### config.mk
export PLATFORM = sky130hd
export DESIGN_NAME = bp_table_sched
export DESIGN_NICKNAME = d
export VERILOG_FILES = /design/src/rtl/bp_pkg.sv /design/src/rtl/bp_upd_fifo.sv /design/src/rtl/bp_table_sched.sv
export SDC_FILE = /design/constraint.sdc
export NUM_CORES = 1
export LEC_CHECK = 0
export ABC_AREA = 1
export BUFFER_PORTS_ARGS = -buffer_cell sky130_fd_sc_hd__buf_2
export CORE_UTILIZATION = 62
export DETAILED_ROUTE_END_ITERATION = 10
export GPL_TIMING_DRIVEN = 0
export HOLD_SLACK_MARGIN = 0.08
export PLACE_DENSITY = 0.95
export REMOVE_ABC_BUFFERS = 1
export SLEW_MARGIN = 20
export SYNTH_ARGS = -nofsm -noshare
export SYNTH_HDL_FRONTEND = slang
export SYNTH_HIERARCHICAL = 1
export SYNTH_SLANG_ARGS = --single-unit
export TNS_END_PERCENT = 1
### constraint.sdc
create_clock -name clk -period 7 [get_ports clk]
set_input_delay 0.7 -clock clk [delete_from_list [all_inputs] [get_ports clk]]
set_output_delay 0.7 -clock clk [all_outputs]
set_load 0.01 [all_outputs]
### src/rtl/bp_pkg.sv
// rtl/bp_pkg.sv - shared types, constants and counter arithmetic for the branch pattern table scheduler
package bp_pkg;

    typedef enum logic [1:0] {
        ST_INIT   = 2'd0,
        ST_IDLE   = 2'd1,
        ST_UPD_RD = 2'd2,
        ST_UPD_WR = 2'd3
    } bp_state_e;

    localparam logic [1:0] CNT_INIT = 2'b11;
    localparam logic [1:0] CNT_MAX  = 2'b11;
    localparam logic [1:0] CNT_MIN  = 2'b00;

    // Two-bit saturating counter step: never wraps past either end.
    function automatic logic [1:0] cnt_update(input logic [1:0] cnt, input logic taken);
        logic [1:0] res;
        if (taken) begin
            res = (cnt == CNT_MAX) ? CNT_MAX : cnt + 2'd1;
        end else begin
            res = (cnt == CNT_MIN) ? CNT_MIN : cnt - 2'd1;
        end
        return res;
    endfunction

endpackage

### src/rtl/bp_upd_fifo.sv
// rtl/bp_upd_fifo.sv - synchronous FIFO of {idx, taken} update records with full/empty flags
module bp_upd_fifo #(
    parameter int IDX_W  = 10,
    parameter int QDEPTH = 4
) (
    input  logic             clk,
    input  logic             rst_n,
    input  logic             push,
    input  logic [IDX_W-1:0] push_idx,
    input  logic             push_taken,
    input  logic             pop,
    output logic [IDX_W-1:0] head_idx,
    output logic             head_taken,
    output logic             full,
    output logic             empty
);

    localparam int PTR_W = $clog2(QDEPTH);
    localparam logic [PTR_W:0] DEPTH_C = (PTR_W + 1)'(QDEPTH);

    logic [IDX_W:0]   mem_q [QDEPTH];
    logic [PTR_W-1:0] wr_ptr_q, wr_ptr_d;
    logic [PTR_W-1:0] rd_ptr_q, rd_ptr_d;
    logic [PTR_W:0]   count_q, count_d;
    logic             do_push;
    logic             do_pop;

    assign full       = (count_q == DEPTH_C);
    assign empty      = (count_q == '0);
    assign head_idx   = mem_q[rd_ptr_q][IDX_W:1];
    assign head_taken = mem_q[rd_ptr_q][0];

    // Pointer and occupancy bookkeeping; simultaneous push and pop leave the count unchanged.
    always_comb begin
        do_push  = push & ~full;
        do_pop   = pop & ~empty;
        wr_ptr_d = wr_ptr_q;
        rd_ptr_d = rd_ptr_q;
        count_d  = count_q;
        if (do_push) begin
            wr_ptr_d = wr_ptr_q + 1'b1;
        end
        if (do_pop) begin
            rd_ptr_d = rd_ptr_q + 1'b1;
        end
        case ({do_push, do_pop})
            2'b10:   count_d = count_q + 1'b1;
            2'b01:   count_d = count_q - 1'b1;
            default: count_d = count_q;
        endcase
    end

    // Storage needs no reset: entries are only read while the count says they are valid.
    always_ff @(posedge clk) begin
        if (do_push) begin
            mem_q[wr_ptr_q] <= {push_idx, push_taken};
        end
    end

    // Pointer and count registers.
    always_ff @(posedge clk) begin
        if (!rst_n) begin
            wr_ptr_q <= '0;
            rd_ptr_q <= '0;
            count_q  <= '0;
        end else begin
            wr_ptr_q <= wr_ptr_d;
            rd_ptr_q <= rd_ptr_d;
            count_q  <= count_d;
        end
    end

endmodule

### src/rtl/bp_table_sched.sv
// rtl/bp_table_sched.sv - single-port counter table arbiter for lookups, queued updates and init sweep
module bp_table_sched
    import bp_pkg::*;
#(
    parameter int IDX_W  = 10,
    parameter int QDEPTH = 4
) (
    input  logic             clk,
    input  logic             rst_n,
    input  logic             lookup_valid,
    input  logic [IDX_W-1:0] lookup_idx,
    output logic             lookup_ready,
    output logic             predict_valid,
    output logic             predict,
    input  logic             upd_valid,
    input  logic [IDX_W-1:0] upd_idx,
    input  logic             upd_taken,
    output logic             upd_ready,
    output logic             tbl_en,
    output logic             tbl_we,
    output logic [IDX_W-1:0] tbl_addr,
    output logic [1:0]       tbl_wdata,
    input  logic [1:0]       tbl_rdata,
    output logic             busy
);

    localparam logic [IDX_W-1:0] LAST_ADDR = '1;

    bp_state_e        state_q, state_d;
    logic [IDX_W-1:0] sweep_q, sweep_d;
    logic [IDX_W-1:0] upd_idx_q, upd_idx_d;
    logic             upd_taken_q, upd_taken_d;
    logic [1:0]       new_cnt_q, new_cnt_d;
    logic             predict_valid_q, predict_valid_d;

    logic             fifo_push;
    logic             fifo_pop;
    logic [IDX_W-1:0] head_idx;
    logic             head_taken;
    logic             fifo_full;
    logic             fifo_empty;

    assign busy          = (state_q == ST_INIT);
    assign upd_ready     = (state_q != ST_INIT) & ~fifo_full;
    assign fifo_push     = upd_valid & upd_ready;
    assign predict_valid = predict_valid_q;
    assign predict       = predict_valid_q & tbl_rdata[1];

    bp_upd_fifo #(
        .IDX_W  (IDX_W),
        .QDEPTH (QDEPTH)
    ) u_fifo (
        .clk        (clk),
        .rst_n      (rst_n),
        .push       (fifo_push),
        .push_idx   (upd_idx),
        .push_taken (upd_taken),
        .pop        (fifo_pop),
        .head_idx   (head_idx),
        .head_taken (head_taken),
        .full       (fifo_full),
        .empty      (fifo_empty)
    );

    // Port arbitration and next-state logic; a full queue preempts lookups for one read-modify-write.
    always_comb begin
        state_d         = state_q;
        sweep_d         = sweep_q;
        upd_idx_d       = upd_idx_q;
        upd_taken_d     = upd_taken_q;
        new_cnt_d       = new_cnt_q;
        predict_valid_d = 1'b0;
        fifo_pop        = 1'b0;
        lookup_ready    = 1'b0;
        tbl_en          = 1'b0;
        tbl_we          = 1'b0;
        tbl_addr        = '0;
        tbl_wdata       = '0;
        case (state_q)
            ST_INIT: begin
                tbl_en    = 1'b1;
                tbl_we    = 1'b1;
                tbl_addr  = sweep_q;
                tbl_wdata = CNT_INIT;
                sweep_d   = sweep_q + 1'b1;
                if (sweep_q == LAST_ADDR) begin
                    state_d = ST_IDLE;
                end
            end
            ST_IDLE: begin
                if (fifo_full) begin
                    fifo_pop    = 1'b1;
                    tbl_en      = 1'b1;
                    tbl_addr    = head_idx;
                    upd_idx_d   = head_idx;
                    upd_taken_d = head_taken;
                    state_d     = ST_UPD_RD;
                end else begin
                    lookup_ready = 1'b1;
                    if (lookup_valid) begin
                        tbl_en          = 1'b1;
                        tbl_addr        = lookup_idx;
                        predict_valid_d = 1'b1;
                    end else if (!fifo_empty) begin
                        fifo_pop    = 1'b1;
                        tbl_en      = 1'b1;
                        tbl_addr    = head_idx;
                        upd_idx_d   = head_idx;
                        upd_taken_d = head_taken;
                        state_d     = ST_UPD_RD;
                    end
                end
            end
            ST_UPD_RD: begin
                new_cnt_d = cnt_update(tbl_rdata, upd_taken_q);
                state_d   = ST_UPD_WR;
            end
            ST_UPD_WR: begin
                tbl_en    = 1'b1;
                tbl_we    = 1'b1;
                tbl_addr  = upd_idx_q;
                tbl_wdata = new_cnt_q;
                state_d   = ST_IDLE;
            end
            default: begin
                state_d = ST_INIT;
            end
        endcase
        // While reset is asserted the RAM port stays quiet so a pending write cannot land.
        if (!rst_n) begin
            lookup_ready = 1'b0;
            tbl_en       = 1'b0;
            tbl_we       = 1'b0;
            tbl_addr     = '0;
            tbl_wdata    = '0;
        end
    end

    // State and datapath registers; reset restarts the sweep from address 0.
    always_ff @(posedge clk) begin
        if (!rst_n) begin
            state_q         <= ST_INIT;
            sweep_q         <= '0;
            upd_idx_q       <= '0;
            upd_taken_q     <= 1'b0;
            new_cnt_q       <= '0;
            predict_valid_q <= 1'b0;
        end else begin
            state_q         <= state_d;
            sweep_q         <= sweep_d;
            upd_idx_q       <= upd_idx_d;
            upd_taken_q     <= upd_taken_d;
            new_cnt_q       <= new_cnt_d;
            predict_valid_q <= predict_valid_d;
        end
    end

endmodule

==> metrics.md, run 1 <==
| Metric | Value |
|---|---|
| Slew HR | `0.278` |
| Starting Density | `0.650` |
| Max VDD drop | `0.000138 V` |
| Hold Path Depth | `2` |
| WP data required | `between 6 and 7 ns` |
| Post-Synth XOR/XNOR Area | `0` |
| Compound-Gate Fraction of Synth Area | `0.141` |
| Slew Viols, Final | `0` |
| Post-synth top cells | `nand2_1 (78), nor2_1 (52), edfxtp_1 (44)` |
| Post-DP HPWL | `around 5400 um` |
| Worst-Margin Slew | `roughly 1.1 ns` |
| Vias in the first global route | `~2900` |
| CP cell instances | `nor2_4 -> nand2_4 -> inv_1 -> nor2_1 -> inv_2 -> nand3_2 -> inv_2 -> nand2_1 -> a21oi_1 -> buf_2` |
| Antenna Cells | `0` |
| Clk pin slew, worst setup/hold paths | `approximately 0.080 ns` |
| Top post-synthesis cells by area | `edfxtp_1 (36%), dfxtp_1 (19%), nand2_1 (8.1%)` |
| Final setup violating endpoints | `0` |
| Crit share post-route | `0.477` |
| Crit path DAT | `about 2.6 ns` |
| Final worst hold slack | `0.474 ns` |
| CP Class | `register to primary output` |
| RSZ-0062 raised after global routing | `no` |
| Top-area cell type share of the netlist area | `0.365` |
| Clk_skew | `between 0.01 and 0.015 ns` |
| Most frequent CP cell | `inv_2` |
| Crit path max fanout | `14` |
| Die area | `just over 6000 um^2` |
| CTS tree | `built` |
| Bufs on Longest Clock Path | `2` |
| Max incr delay on CP | `0.66 ns` |
| Initial antenna violation count | `0` |
| Async set-or-reset flop fraction in the synthesized netlist | `0` |
| Slack of the critical path | `~3.7 ns` |
| Mapped Area | `3620 um^2` |
| Avg Cell Area, Syn | `just under 9 um^2` |
| Power Dens Cells | `211 nW/um^2` |
| CTS H-tree depth | `3` |
| Maxcap violations | `0` |
| DRT iter0 DRCs | `between 300 and 400` |
| Pin count of the biggest net entering global routing | `24` |
| Post-synthesis mux area share | `0` |
| Via density | `6.05` |
| Worst path bufs/invs | `4` |
| Synth area leader | `edfxtp_1` |
| Die height | `around 78 um` |
| GP Congestion | `around 0.90` |
| Synth Register Bits | `about 80` |
| Place WS | `a little under 4 ns` |
| Post-CTS Hold Fix Bufs | `0` |
| F_max | `about 0.3 GHz` |
| Tmin final | `3.34 ns` |
| CP endpoint kind | `primary output` |
| Slowest CP cell | `nor2_1` |
| Core Util, Final | `0.723` |
| DRT Pass-1 Iters | `5` |
| Startpoint types | `register` |
| Library cells used by synthesis | `28` |
| Total gr overflow | `0` |
| Syn Inst Count | `around 410` |
| Worst-Skew Late Latency | `0.35 ns` |
| Stages on the worst setup path | `10` |
| I/O pin total | `46` |
| Synth Area in Adders | `0.0470` |
| Chip Width | `78.4 um` |
| Share of cells above drive strength 1 | `0.160` |
| Status | `completed` |
| Port bufs | `45` |
| Min-Delay Path Class | `register to register` |
| Clk sinks | `around 80` |
| Routed Antenna Nets | `0` |
| DR WL/cell | `16.3 um` |
| Global-route wire length before repair | `13100 um` |
| Combinational family with the most area after synthesis | `simple AND/OR/NAND/NOR gates` |
| Synth warn | `6` |
| P&R area growth vs syn | `11.3%` |
| Routed via count | `~3200` |
| Post-synth top flop | `edfxtp_1` |
| Total core area | `approximately 5600 um^2` |
| CTS root buf | `clkbuf_8` |
| Simple-gate portion of the synthesized area | `0.184` |
| Top-count cell post-synth | `nand2_1` |
| TritonCTS Buffers | `9` |
| Leak | `about 1.6 nW` |
| Final hold violations | `0` |
| Post-CTS resize count | `0` |
| Cell Rows | `27` |
| # DRC | `0` |
| Sequential area share after synthesis | `0.558` |
| Postcts setup bufs | `0` |
| Final wirelength | `roughly 8500 um` |
| Fin nets | `between 400 and 500` |
| R2R depth | `5` |
| Top delay family on crit path | `simple AND/OR/NAND/NOR gates` |
| Post-synth EDFFs | `44` |
| GRT Overall Usage | `0.287` |
| TNS Setup | `0 ns` |
stage by stage:
step	power, mW	instances	instance area (um^2)
2_1_floorplan	0.514	388	3520
3_3_place_gp	0.528	505	3840
3_5_place_dp	0.530	505	3840
4_1_cts	0.851	521	4030
5_1_grt	0.870	521	4030
6_report	0.850	521	4030
layout by cell type (no fill, tap or decap), types with 2 or more instances in the layout:
| cell type | n |
|---|---|
| nand2_1 | 78 |
| nor2_1 | 52 |
| buf_2 | 45 |
| edfxtp_1 | 44 |
| a21oi_1 | 39 |
| inv_1 | 37 |
| dfxtp_1 | 35 |
| o21ai_0 | 22 |
| o21ai_1 | 13 |
| ha_1 | 12 |
| o22ai_1 | 11 |
| a31oi_1 | 10 |
| nand3_1 | 10 |
| clkbuf_8 | 10 |
| nor3_1 | 7 |
| inv_2 | 4 |
| nand2_2 | 3 |
| nor2_2 | 2 |
| clkbuf_1 | 2 |
| nand2_4 | 2 |
final cells by class:
cell class / instances / area, um^2
timing repair buffer: 45 / 225
inverter: 41 / 154
clock inverter: 4 / 46.3
clock buffer: 12 / 145
sequential: 79 / 2020
fill: 367 / 1540
multi-input combinational: 268 / 1350
tap: 72 / 90.1
registers in the layout (all words and copies together), names as in the netlist, named ones only:
signal and count:
new_cnt_q 2, predict_valid 1, state_q 2, sweep_q 10
u_fifo/count_q 3, u_fifo/mem_q 44, u_fifo/rd_ptr_q 2, u_fifo/wr_ptr_q 2
upd_idx_q 10, upd_taken_q 1
path summary, 6_finish.rpt:
kind	slack, ns	from	end
worst max-delay path	3.66	u_fifo/count_q[1]	tbl_addr[5]
worst min register to register	0.47	new_cnt_q[0]	new_cnt_q[0]
worst min-delay path	0.47	new_cnt_q[0]	new_cnt_q[0]
worst max register to register	4.01	state_q[0]	u_fifo/mem_q[0][1]
kinds of logic after synthesis:
family                   count (synthesis)
AO/OA/AOI/OAI                           96
buffers and inverters                   58
flip-flops                              79
adder cells (fa/ha/maj)                 13
AND/OR/NAND/NOR                        159
metal layers:
| metal | vias to the layer above | wire, um | GRT usage |
|---|---|---|---|
| met5 | - | 0 | 0 |
| met4 | 0 | 469 | 0.226 |
| met3 | 51 | 764 | 0.0581 |
| met2 | 240 | 4000 | 0.464 |
| met1 | 1425 | 3260 | 0.332 |
| li1 | 1435 | - | - |
worst reg2reg max path, cell delays in order (launching register included):
cell,delay [ns]
dfxtp_1,0.42
inv_1,0.11
ha_1,0.44
nor3b_1,0.65
nand2_4,0.14
nor2_1,0.84
where the power goes:
part / internal, mW / switching, mW
sequential: 0.490 / 0.00157
combinational: 0.0110 / 0.0185
clock: 0.173 / 0.156
total: 0.674 / 0.176
Note: power is estimated with default switching activity, not from simulation.
==> run 2: changes to the inputs <==
--- a/config.mk
+++ b/config.mk
@@ -7,11 +7,11 @@
 export LEC_CHECK = 0
 export ABC_AREA = 1
 export BUFFER_PORTS_ARGS = -buffer_cell sky130_fd_sc_hd__buf_2
-export CORE_UTILIZATION = 62
+export CORE_UTILIZATION = 52
 export DETAILED_ROUTE_END_ITERATION = 10
 export GPL_TIMING_DRIVEN = 0
 export HOLD_SLACK_MARGIN = 0.08
-export PLACE_DENSITY = 0.95
+export PLACE_DENSITY = 0.86
 export REMOVE_ABC_BUFFERS = 1
 export SLEW_MARGIN = 20
 export SYNTH_ARGS = -nofsm -noshare
==> constraint.sdc (replaced) <==
create_clock -name clk -period 3 [get_ports clk]
set_input_delay 0.3 -clock clk [delete_from_list [all_inputs] [get_ports clk]]
set_output_delay 0.3 -clock clk [all_outputs]
set_load 0.01 [all_outputs]
==> metrics.md, run 2 (synthesis gave the netlist of run 1 again) <==
| Metric | Value |
|---|---|
| DRT Pass-1 Iters | `5` |
| Flip-flop count of the largest register after layout | `44` |
| Global-route wire length before repair | `~13000 um` |
| Clk_skew | `around 0.0097 ns` |
| Crit share post-route | `0.985` |
| Slew HR | `0.322` |
| Max VDD drop | `about 0.00047 V` |
| CP Class | `register to register` |
| Combinational share of power | `0.033` |
| Status | `completed` |
| Worst-Skew Late Latency | `approximately 0.35 ns` |
| RSZ-0062 raised after global routing | `yes` |
| Leak | `1.60 nW` |
| GRT Overall Usage | `0.231` |
| Most frequent cells in the layout | `nand2_1 (78), nor2_1 (49), buf_2 (45)` |
| Place WS | `-0.00960 ns` |
| R2R depth | `5` |
| Bufs on Longest Clock Path | `2` |
| Via density | `approximately 5.5` |
| Port bufs | `45` |
| Power Dens Cells | `about 500 nW/um^2` |
| Clk sinks | `around 80` |
| Post-DP HPWL | `between 5000 and 6000 um` |
| Vias in the first global route | `between 2000 and 3000` |
| Antenna Cells | `0` |
| Routed via count | `about 2900` |
| Clk pin slew, worst setup/hold paths | `approximately 0.080 ns` |
| Share of cells above drive strength 1 | `0.174` |
| Slew Viols, Final | `0` |
| WP data required | `between 2 and 3 ns` |
| # DRC | `0` |
| Starting Density | `0.536` |
| Tmin final | `between 2 and 3 ns` |
| Fin nets | `between 400 and 500` |
| Cell Rows | `30` |
| Total core area | `6760 um^2` |
| Crit path max fanout | `18` |
| Final hold violations | `0` |
| Biggest regs | `u_fifo/mem_q: 44 flops, sweep_q: 10 flops, upd_idx_q: 10 flops` |
| Die area | `roughly 7300 um^2` |
| CP endpoint kind | `register` |
| Hold Path Depth | `1` |
| Crit path DAT | `about 3 ns` |
| Routed Antenna Nets | `0` |
| Initial antenna violation count | `0` |
| Startpoint types | `register` |
| TNS Setup | `0 ns` |
| F_max | `0.338 GHz` |
| Core Util, Final | `0.601` |
| Switching Fraction | `0.228` |
| Min-Delay Path Class | `input pin to register` |
| Leading cell type in the layout, fill and taps excluded | `nand2_1` |
| Pin count of the biggest net entering global routing | `24` |
| Slack of the critical path | `0.0451 ns` |
| Final wirelength | `approximately 7800 um` |
| Reg power frac | `0.567` |
| Int Pwr | `approximately 1.6 mW` |
| CTS H-tree depth | `3` |
| P&R area growth vs syn | `12.1%` |
| DR WL/cell | `between 10 and 15 um` |
| TritonCTS Buffers | `9` |
| Maxcap violations | `0` |
| Post-DP Area | `3850 um^2` |
| I/O pin total | `46` |
| Worst-Margin Slew | `a little over 1 ns` |
| Largest Register | `u_fifo/mem_q` |
| Sw Pwr | `between 0.4 and 0.5 mW` |
| Final setup violating endpoints | `0` |
| CTS tree | `built` |
| GP Congestion | `a little under 0.9` |
| CTS root buf | `clkbuf_8` |
| Chip Width | `85.5 um` |
| Design area | `roughly 4100 um^2` |
| Clock network fraction of design power | `0.400` |
| Total gr overflow | `0` |
| DRT iter0 DRCs | `~180` |
| Die height | `about 85 um` |
[run 2: changes by cell type in the layout (fill, tap and decap cells not counted), sizes merged]
cell | previous run | this run
inv | 41 | 43
clkinvlp | 1 | 2
clkbuf | 12 | 9
[run 2: worst max-delay path, cell delays in order, from the launching register on]
cell and delay (ns):
dfxtp_1 0.41, inv_1 0.10, ha_1 0.43, nor3b_1 0.65
nand2_4 0.17, nor2_1 0.80
[run 2: metrics by stage]
step | instances | power [mW] | hold slack [ns]
after CTS | 529 | 2.03 | 0.141
after detailed placement | 513 | 1.24 | 0.457
after global routing | 529 | 2.09 | 0.140
after floorplan | 388 | 1.20 | 0.399
final | 529 | 2.02 | 0.153
after global placement | 513 | 1.23 | 0.452
[run 2: path summary, 6_finish.rpt]
kind / to / slack, ns / from
worst min-delay path: u_fifo/mem_q[1][5] / 0.15 / upd_idx[4]
worst max-delay path: u_fifo/mem_q[1][1] / 0.05 / state_q[0]
worst max register to register: u_fifo/mem_q[1][1] / 0.05 / state_q[0]
worst min register to register: upd_idx_q[5] / 0.47 / upd_idx_q[5]
[run 2: cell type report]
type,instances,area (um^2)
Multi-Input combinational cell,268,1360
Fill cell,544,2700
Timing Repair Buffer,45,225
Tap cell,80,100
Clock inverter,7,80.1
Inverter,41,154
Sequential cell,79,2020
Clock buffer,9,124
[run 2: repair_timing]
| item | in CTS | in global routing |
|---|---|---|
| resized for setup | 2 | 1 |
| hold buffers | 0 | 0 |
| pin swaps | 0 | 0 |
| setup buffers | 0 | 0 |
| setup endpoints to repair | 16 | 24 |
[run 2: power groups by stage]
stage	Sequential, mW	Clock (mW)	Combinational, mW
after floorplan	1.17	0	0.0280
after global placement	1.17	0	0.0635
after detailed placement	1.17	0	0.0663
after CTS	1.15	0.820	0.0672
after global routing	1.15	0.873	0.0748
final	1.15	0.809	0.0676
[run 2: routing by layer]
layer | share of wire | track usage | vias to the layer above
met2 | 0.52 | 0.402 | 83
met4 | 0.028 | 0.124 | 0
met3 | 0.044 | 0.0516 | 21
li1 | - | - | 1438
met5 | 0 | 0 | -
met1 | 0.41 | 0.263 | 1391
==> run 3: changes to the inputs <==
--- a/config.mk
+++ b/config.mk
@@ -12,6 +12,7 @@
 export GPL_TIMING_DRIVEN = 0
 export HOLD_SLACK_MARGIN = 0.08
 export PLACE_DENSITY = 0.86
+export RECOVER_POWER = 100
 export REMOVE_ABC_BUFFERS = 1
 export SLEW_MARGIN = 20
 export SYNTH_ARGS = -nofsm -noshare
==> metrics.md, run 3 (synthesis gave the netlist of run 1 again) <==
| Metric | Value |
|---|---|
| Placed cells | `about 510` |
| Pin count of the biggest net entering global routing | `24` |
| Min-Delay Path Class | `input pin to register` |
| Clock network fraction of design power | `0.400` |
| Clk_skew | `0.00895 ns` |
| F_max | `roughly 0.34 GHz` |
| TNS Setup | `0 ns` |
| Post-CTS Hold Fix Bufs | `0` |
| R2R depth | `5` |
| Clk pin slew, worst setup/hold paths | `0.08 ns` |
| Routed via count | `2936` |
| Worst-Skew Late Latency | `roughly 0.35 ns` |
| I/O pin total | `46` |
| Port bufs | `45` |
| Bufs on Longest Clock Path | `2` |
| Via density | `between 5 and 6` |
| Slack of the critical path | `roughly 0.045 ns` |
| CP Class | `register to register` |
| Routed Antenna Nets | `0` |
| DR WL/cell | `about 15 um` |
| DRT Pass-1 Iters | `5` |
| Reg2reg start | `state_q[0]` |
| Flip-flop count of the largest register after layout | `44` |
| Place WS | `-0.00960 ns` |
| Starting Density | `0.536` |
| Final setup violating endpoints | `0` |
| Biggest regs | `u_fifo/mem_q: 44 flops, sweep_q: 10 flops, upd_idx_q: 10 flops` |
| Postcts setup bufs | `0` |
| Switching Fraction | `0.227` |
| Global-route wire length before repair | `approximately 13000 um` |
| Leak | `about 1.5 nW` |
| Worst r2r dst | `u_fifo/mem_q[1][1]` |
| DRT iter0 DRCs | `approximately 180` |
| P&R area growth vs syn | `10.9%` |
| Hold Path Depth | `1` |
| Maxcap violations | `0` |
| GRT Overall Usage | `0.231` |
| CTS root buf | `clkbuf_8` |
| Die area | `roughly 7300 um^2` |
| Worst-Margin Slew | `just over 1 ns` |
| Post-DP HPWL | `between 5000 and 6000 um` |
| Antenna Cells | `0` |
| GP Congestion | `0.865` |
| Final hold violations | `0` |
| Reg power frac | `0.568` |
| # DRC | `0` |
| Clk sinks | `79` |
| RSZ-0062 raised after global routing | `yes` |
| Crit share post-route | `0.985` |
| Combinational share of power | `0.032` |
| Sw Pwr | `around 0.46 mW` |
| Power Dens Cells | `roughly 500 nW/um^2` |
| Leading cell type in the layout, fill and taps excluded | `nand2_1` |
| Status | `completed` |
| Die height | `roughly 85 um` |
| Chip Width | `85.5 um` |
| Initial antenna violation count | `0` |
| Largest Register | `u_fifo/mem_q` |
| Slew Viols, Final | `0` |
| CP endpoint kind | `register` |
| Finished Layout Cells | `about 530` |
| Most frequent cells in the layout | `nand2_1 (78), nor2_1 (52), edfxtp_1 (44)` |
| Core Util, Final | `0.595` |
| # fillers | `roughly 570` |
| HP Start | `upd_idx[4]` |
| Crit path DAT | `2.93 ns` |
| CTS tree | `built` |
| Max VDD drop | `~0.00046 V` |
| Cell Rows | `30` |
| TritonCTS Buffers | `9` |
| Worst hold endpoint | `u_fifo/mem_q[1][5]` |
| CTS H-tree depth | `3` |
| Fin nets | `about 480` |
| Vias in the first global route | `around 2800` |
| Tmin final | `2.96 ns` |
| WP data required | `roughly 3.0 ns` |
| Share of cells above drive strength 1 | `0.105` |
| Startpoint types | `register` |
| Total gr overflow | `0` |
| Slew HR | `0.318` |
| Flop2flop setup slack | `about 0.045 ns` |
| Crit path max fanout | `18` |
| Final wirelength | `between 7000 and 8000 um` |
| Total core area | `6760 um^2` |
| Int Pwr | `~1.6 mW` |
[run 3: per-layer routing]
layer | part of all wire | global-route usage
met1 | 0.41 | 0.263
met2 | 0.52 | 0.402
met3 | 0.051 | 0.0516
met4 | 0.023 | 0.124
met5 | 0 | 0
[run 3: worst max-delay path by stage]
stage	startpoint	endpoint	slack [ns]	cells past startpoint
global route	state_q[1]	u_fifo/mem_q[1][1]	-0.11	5
finish	state_q[0]	u_fifo/mem_q[1][1]	0.04	5
floorplan	u_fifo/count_q[1]	u_fifo/count_q[2]	0.65	18
global placement	state_q[0]	u_fifo/mem_q[3][4]	0.17	5
detailed placement	state_q[0]	u_fifo/mem_q[2][4]	-0.01	5
CTS	state_q[0]	u_fifo/mem_q[1][9]	0.02	5
[run 3: layout make-up]
type                    instances  area, um^2  area share
flip-flops and latches         79        2020       0.503
multi-input cells             268        1350       0.335
repair buffers                 45         190      0.0473
inverters                      41         154      0.0383
clock buffers                   9         124      0.0308
well taps                      80         100      0.0249
clock inverters                 7        80.1      0.0199
[run 3: through the flow]
| stage | power [mW] | hold WS, ns | instance area [um^2] |
|---|---|---|---|
| 2_1_floorplan | 1.20 | 0.399 | 3520 |
| 3_3_place_gp | 1.23 | 0.452 | 3850 |
| 3_5_place_dp | 1.24 | 0.457 | 3850 |
| 4_1_cts | 2.03 | 0.141 | 4060 |
| 5_1_grt | 2.09 | 0.197 | 4020 |
| 6_report | 2.02 | 0.195 | 4020 |
[run 3: repair_timing]
action | CTS | global route
setup endpoints to repair | 16 | 24
gates resized for setup | 2 | 1
pin swaps | 0 | 0
[run 3: power groups by stage]
stage / Clock, mW / Combinational [mW] / Sequential (mW)
after floorplan: 0 / 0.0280 / 1.17
after global placement: 0 / 0.0635 / 1.17
after detailed placement: 0 / 0.0663 / 1.17
after CTS: 0.820 / 0.0672 / 1.15
after global routing: 0.873 / 0.0713 / 1.15
final: 0.805 / 0.0643 / 1.15
[run 3: critical path, cell delays in order, from the launching register on]
cell	delay, ns
dfxtp_1	0.41
inv_1	0.10
ha_1	0.43
nor3b_1	0.65
nand2_4	0.17
nor2_1	0.80
